<file path="src/rtl/mem_write_buffer.sv">
// Posted write buffer between the data cache memory port and main memory.
// Stores are queued in a circular FIFO and drained in push order over a
// req/ack handshake. Loads look up pending stores by address: the youngest
// matching word store is forwarded, a youngest matching byte store is
// flagged as a conflict so the load stalls instead of reading stale memory.
//
// Ports:
//   clk_i, rst_i      clock, asynchronous active-high reset
//   wr_en_i/addr/data/byte_op  store from the cache; dropped while full_o
//   full_o, empty_o   occupancy flags (count == DEPTH / count == 0)
//   rd_addr_i         load address for the forwarding lookup
//   fwd_hit_o/data_o  youngest match is a word store, and its data
//   fwd_conflict_o    youngest match is a byte store
//   mem_req_o/addr/data/byte_op  registered head write toward memory
//   mem_ack_i         memory accepted the head write this cycle
module mem_write_buffer #(
  parameter int unsigned WIDTH = 32,
  parameter int unsigned DEPTH = 4
) (
  input  logic             clk_i,
  input  logic             rst_i,
  input  logic             wr_en_i,
  input  logic [WIDTH-1:0] wr_addr_i,
  input  logic [WIDTH-1:0] wr_data_i,
  input  logic             wr_byte_op_i,
  output logic             full_o,
  output logic             empty_o,
  input  logic [WIDTH-1:0] rd_addr_i,
  output logic             fwd_hit_o,
  output logic [WIDTH-1:0] fwd_data_o,
  output logic             fwd_conflict_o,
  output logic             mem_req_o,
  output logic [WIDTH-1:0] mem_addr_o,
  output logic [WIDTH-1:0] mem_data_o,
  output logic             mem_byte_op_o,
  input  logic             mem_ack_i
);

  localparam int unsigned PW = $clog2(DEPTH);
  localparam logic [PW:0] FullCount = (PW+1)'(DEPTH);

  typedef enum logic [0:0] {StIdle, StReq} state_e;

  logic [WIDTH-1:0] addr_q [DEPTH];
  logic [WIDTH-1:0] data_q [DEPTH];
  logic [DEPTH-1:0] byte_q;
  logic [DEPTH-1:0] valid_q;
  logic [PW-1:0]    head_q, tail_q;
  logic [PW:0]      count_q, count_d;
  state_e           state_q;

  logic             push, pop;
  logic [PW-1:0]    nxt_idx;
  logic [WIDTH-1:0] nxt_addr, nxt_data;
  logic             nxt_byte;

  assign full_o  = (count_q == FullCount);
  assign empty_o = (count_q == '0);

  // full_o comes from the pre-edge count, so a push while full is dropped
  // even when a pop happens on the same edge.
  assign push = wr_en_i && !full_o;
  assign pop  = mem_req_o && mem_ack_i;

  always_comb begin
    count_d = count_q;
    if (push && !pop) begin
      count_d = count_q + 1'b1;
    end else if (pop && !push) begin
      count_d = count_q - 1'b1;
    end
  end

  // Entry that becomes head after a pop. When only one entry remains and a
  // push lands in that slot on the same edge, take it from the write port.
  always_comb begin
    nxt_idx = head_q + 1'b1;
    if (push && (nxt_idx == tail_q)) begin
      nxt_addr = wr_addr_i;
      nxt_data = wr_data_i;
      nxt_byte = wr_byte_op_i;
    end else begin
      nxt_addr = addr_q[nxt_idx];
      nxt_data = data_q[nxt_idx];
      nxt_byte = byte_q[nxt_idx];
    end
  end

  // FIFO storage and pointers.
  always_ff @(posedge clk_i or posedge rst_i) begin
    if (rst_i) begin
      for (int unsigned i = 0; i < DEPTH; i++) begin
        addr_q[i] <= '0;
        data_q[i] <= '0;
      end
      byte_q  <= '0;
      valid_q <= '0;
      head_q  <= '0;
      tail_q  <= '0;
      count_q <= '0;
    end else begin
      if (pop) begin
        valid_q[head_q] <= 1'b0;
        head_q          <= head_q + 1'b1;
      end
      if (push) begin
        addr_q[tail_q]  <= wr_addr_i;
        data_q[tail_q]  <= wr_data_i;
        byte_q[tail_q]  <= wr_byte_op_i;
        valid_q[tail_q] <= 1'b1;
        tail_q          <= tail_q + 1'b1;
      end
      count_q <= count_d;
    end
  end

  // Drain FSM with registered memory-side outputs.
  always_ff @(posedge clk_i or posedge rst_i) begin
    if (rst_i) begin
      state_q       <= StIdle;
      mem_req_o     <= 1'b0;
      mem_addr_o    <= '0;
      mem_data_o    <= '0;
      mem_byte_op_o <= 1'b0;
    end else begin
      unique case (state_q)
        StIdle: begin
          if (count_q != '0) begin
            state_q       <= StReq;
            mem_req_o     <= 1'b1;
            mem_addr_o    <= addr_q[head_q];
            mem_data_o    <= data_q[head_q];
            mem_byte_op_o <= byte_q[head_q];
          end
        end
        StReq: begin
          if (mem_ack_i) begin
            if (count_d != '0) begin
              // Back-to-back: next head is presented on the following cycle.
              mem_addr_o    <= nxt_addr;
              mem_data_o    <= nxt_data;
              mem_byte_op_o <= nxt_byte;
            end else begin
              state_q   <= StIdle;
              mem_req_o <= 1'b0;
            end
          end
        end
        default: begin
          state_q   <= StIdle;
          mem_req_o <= 1'b0;
        end
      endcase
    end
  end

  // Forwarding lookup: walk oldest to youngest so the youngest match wins.
  always_comb begin
    logic [PW-1:0] idx;
    idx            = '0;
    fwd_hit_o      = 1'b0;
    fwd_conflict_o = 1'b0;
    fwd_data_o     = '0;
    for (int unsigned i = 0; i < DEPTH; i++) begin
      idx = head_q + PW'(i);
      if (valid_q[idx] && (addr_q[idx] == rd_addr_i)) begin
        if (byte_q[idx]) begin
          fwd_hit_o      = 1'b0;
          fwd_conflict_o = 1'b1;
          fwd_data_o     = '0;
        end else begin
          fwd_hit_o      = 1'b1;
          fwd_conflict_o = 1'b0;
          fwd_data_o     = data_q[idx];
        end
      end
    end
  end

endmodule

</file>
<file path="config.mk">
export PLATFORM = sky130hd
export DESIGN_NAME = mem_write_buffer
export DESIGN_NICKNAME = d
export VERILOG_FILES = /design/src/rtl/mem_write_buffer.sv
export SDC_FILE = /design/constraint.sdc
export NUM_CORES = 1
export LEC_CHECK = 0
export CAP_MARGIN = 20
export CORE_AREA = 2 2 254 256
export CTS_CLUSTER_DIAMETER = 200
export CTS_CLUSTER_SIZE = 12
export DETAILED_ROUTE_END_ITERATION = 10
export DIE_AREA = 0 0 256 258
export PLACE_DENSITY = 0.56
export SETUP_SLACK_MARGIN = 0.5
export SLEW_MARGIN = 20
export SYNTH_ARGS = -nofsm -noshare
export SYNTH_HDL_FRONTEND = slang
export SYNTH_SLANG_ARGS = --single-unit
</file>
<file path="constraint.sdc">
create_clock -name clk_i -period 25.9 [get_ports clk_i]
set_input_delay 5.18 -clock clk_i [delete_from_list [all_inputs] [get_ports clk_i]]
set_output_delay 5.18 -clock clk_i [all_outputs]
set_load 0.05 [all_outputs]
</file>
==> results.py <==
metrics = {
    "status": {
        "status": "finished clean",
    },
    "global_route": {
        "grt_max_degree": 103,
        "met3_usage_pct": 4.19,
        "grt-ovfl-total": 0,
        "grtUsageMet2_pct": 39.7,
        "grt_pass1_wl_um": 127000,
        "track_usage_pct": 24.9,
        "grt-busiest-layer": "met2",
        "grt_pass1_vias": 19600,
        "antenna_found_initial": 10,
        "use_met1_pct": 34.6,
    },
    "detailed_routing": {
        "dr.pass1.iters": 5,
        "finalWirelength_um": 83000,
        "routedWlPerCell_um": 26.6,
        "vias": 19500,
        "ant_nets": 0,
        "drcViolationCount": 0,
        "drtIter0Drc": 1768,
        "via_per_inst": 6.26,
    },
    "worst_hold_path": {
        "min_to": "mem_addr_o[9]$_DFFE_PP0P_",
        "min_path_type": "register to register",
        "hp-start": "mem_addr_o[9]$_DFFE_PP0P_",
        "whs_path_depth": 2,
    },
    "layout": {
        "layout-drive-gt1-share_pct": 27.7,
        "nets": 2359,
        "utilization_pct": 44.7,
        "nFillCells": 5938,
        "area_delta_synth_final_pct": 13.5,
    },
    "place": {
        "io_buffers": 202,
        "post-place-ws_ns": 10.97,
        "gp_congestion": 0.960,
        "dpl.hpwl_um": 54000,
    },
    "sta": {
        "timing.fmax_ghz": 0.0666,
        "setup_viol": 0,
        "setup_ws_ns": 10.87,
        "slew_headroom_pct": 22.0,
        "finalSetupTns_ns": 0,
        "finalClockSkew_ns": 0.0223,
        "period_minus_slack_ns": 15.03,
        "fin_crit_sh_pct": 58.0,
        "maxSlewViolCount": 0,
        "rsz0062_at_grt": "false",
        "tightest_slew_ns": 1.17,
        "finalHoldViolCount": 0,
    },
    "cts": {
        "cts_resized": 0,
        "cts_tree": "yes",
        "htreeDepth": 2,
        "clk_path_buf_depth": 3,
        "cts.sinks": 338,
        "clk_pin_slew_ns": 0.06,
        "clk_latency_ns": 0.57,
        "post-cts-setup-buffers": 0,
        "numCtsBuffers": 34,
        "cts_root_buffer": "clkbuf_16",
        "postCtsHoldBufs": 0,
    },
    "setup_path": {
        "path_class": "primary input to primary output",
        "timing.rr.start": "head_q[0]$_DFFE_PP0P_",
        "cp-end-kind": "primary output",
        "critPathLaunchType": "primary input",
        "crit_required_ns": 20.72,
        "crit_arrival_ns": 9.85,
        "critPathMaxFanout": 67,
        "rr_endpoint": "mem_byte_op_o$_DFFE_PP0P_",
        "r2r_setup_slack_ns": 20.41,
        "r2r_cells": 13,
    },
    "synth": {
        "ys_types": 76,
        "syn_nets": 2295,
        "ys_seq_area_share_pct": 33.7,
        "post-synth-top-count-cell": "dfrtp_1",
        "yosys_warnings": 0,
        "yosys-top-cells-count": "dfrtp_1 (338), mux2_2 (257), mux4_2 (201), mux2i_1 (174), nand2_1 (161)",
        "synthFlopType": "dfrtp_1",
        "synth.top_cell.area_share_pct": 33.7,
        "syn_area_per_cell_um2": 11.5,
        "syn_area_um2": 25100,
        "netlist_top_cells_area": "dfrtp_1 (34%), mux4_2 (18%), mux2_2 (12%), mux2i_1 (6.9%), xnor2_1 (2.9%)",
        "synth_edf_count": 0,
        "ys_ff_latch": 338,
        "async_flop_share_pct": 100,
        "synthesis.instances": 2183,
        "synth_top_cell_by_area": "dfrtp_1",
    },
    "power": {
        "p_leak_nw": 11.3,
        "vdd.ir_drop.worst_v": 0.0000761,
        "power_density_nw_per_um2": 162,
    },
    "floorplanning": {
        "start_util_pct": 39.4,
        "core-area_um2": 63600,
        "die_area_um2": 66000,
        "ios": 203,
        "rows": 93,
        "die_w_um": 256,
        "die_h_um": 258,
    },
    "flow_run": {
        "maxCapViolCount": 0,
    },
}
-- cells by family after synthesis --
family / share of synthesized area (%)
multiplexers: 37.1
AND/OR/NAND/NOR: 9.61
XOR/XNOR: 3.98
adder cells (fa/ha/maj): 0.629
flip-flops: 33.7
buffers and inverters: 4.81
AO/OA/AOI/OAI: 10.2
-- routing by layer --
layer / up-vias / part of all wire [%]
met5: - / 0.053
met4: 6 / 3.2
met3: 154 / 7.2
met2: 808 / 46
met1: 10100 / 43
li1: 8414 / -
-- power breakdown --
part / total [mW] / internal [mW] / switching, mW
Combinational: 3.02 / 1.38 / 1.64
Clock: 0.471 / 0.253 / 0.218
Sequential: 1.13 / 0.803 / 0.330
-- final cells by class --
class                           count  area [um2]  area share [%]
Antenna cell                        8        20.0          0.0703
Clock buffer                       39         933            3.28
Clock inverter                      1        11.3          0.0396
Inverter                           31         125           0.440
Multi-Input combinational cell   1608       15500            54.6
Sequential cell                   338        8470            29.7
Tap cell                          855        1070            3.76
Timing Repair Buffer              234        2290            8.06
-- critical path: stages --
cell             delay [ns]
clkdlybuf4s50_1        0.74
xor2_1                 0.20
o22ai_1                0.13
or4_1                  0.62
nor4_4                 0.15
buf_4                  0.47
nand3_4                0.93
o211a_1                0.40
o22ai_2                0.16
clkdlybuf4s50_1        0.84
-- metrics by stage --
| step | std cells | cell area, um2 | hold WS, ns | power, mW |
|---|---|---|---|---|
| after floorplan | 2183 | 25100 | 0.488 | 3.29 |
| after global placement | 3065 | 27500 | 0.462 | 4.05 |
| after detailed placement | 3065 | 27500 | 0.469 | 4.11 |
| after CTS | 3105 | 28400 | 0.483 | 4.60 |
| after global routing | 3111 | 28500 | 0.510 | 4.89 |
| final | 3114 | 28500 | 0.475 | 4.62 |
-- registers in the layout, indices dropped and copies added, names as in the netlist --
| register | count |
|---|---|
| mem_byte_op_o | 1 |
| data_q | 128 |
| mem_addr_o | 32 |
| mem_data_o | 32 |
| head_q | 2 |
| mem_req_o | 1 |
| count_q | 3 |
| state_q | 1 |
| addr_q | 128 |
| valid_q | 4 |
| tail_q | 2 |
| byte_q | 4 |
-- placed cells by master (no fill, tap or decap), types with 6 or more instances in the layout --
master,instances
dfrtp_1,336
mux2_2,257
clkdlybuf4s50_1,202
mux4_2,201
mux2i_1,174
nand2_1,157
o21ai_0,127
a21oi_1,98
xnor2_1,84
nand3_1,77
nor2_1,73
and3_1,67
clkbuf_16,37
xor2_1,30
nand3_2,30
a41oi_2,30
buf_4,30
inv_1,28
nor4_1,11
a211oi_1,11
a31oi_1,11
o22ai_1,11
nor3_1,10
ha_1,10
nand4_1,9
nand2b_1,9
diode_2,8
o211ai_1,8
and2_1,7
o21ai_1,7
mux2_1,6
a22oi_1,6
o32ai_1,6
-- worst max path at each step --
stage	from	to	slack, ns
after floorplan	rst_i	addr_q[0]$_DFFE_PP0P_	11.35
after CTS	rd_addr_i[24]	fwd_conflict_o	10.93
final	rd_addr_i[24]	fwd_conflict_o	10.87
after global placement	rd_addr_i[24]	fwd_data_o[1]	11.00
after global routing	rd_addr_i[27]	fwd_conflict_o	10.69
after detailed placement	rd_addr_i[24]	fwd_conflict_o	10.97
(Power assumes the default switching activity.)
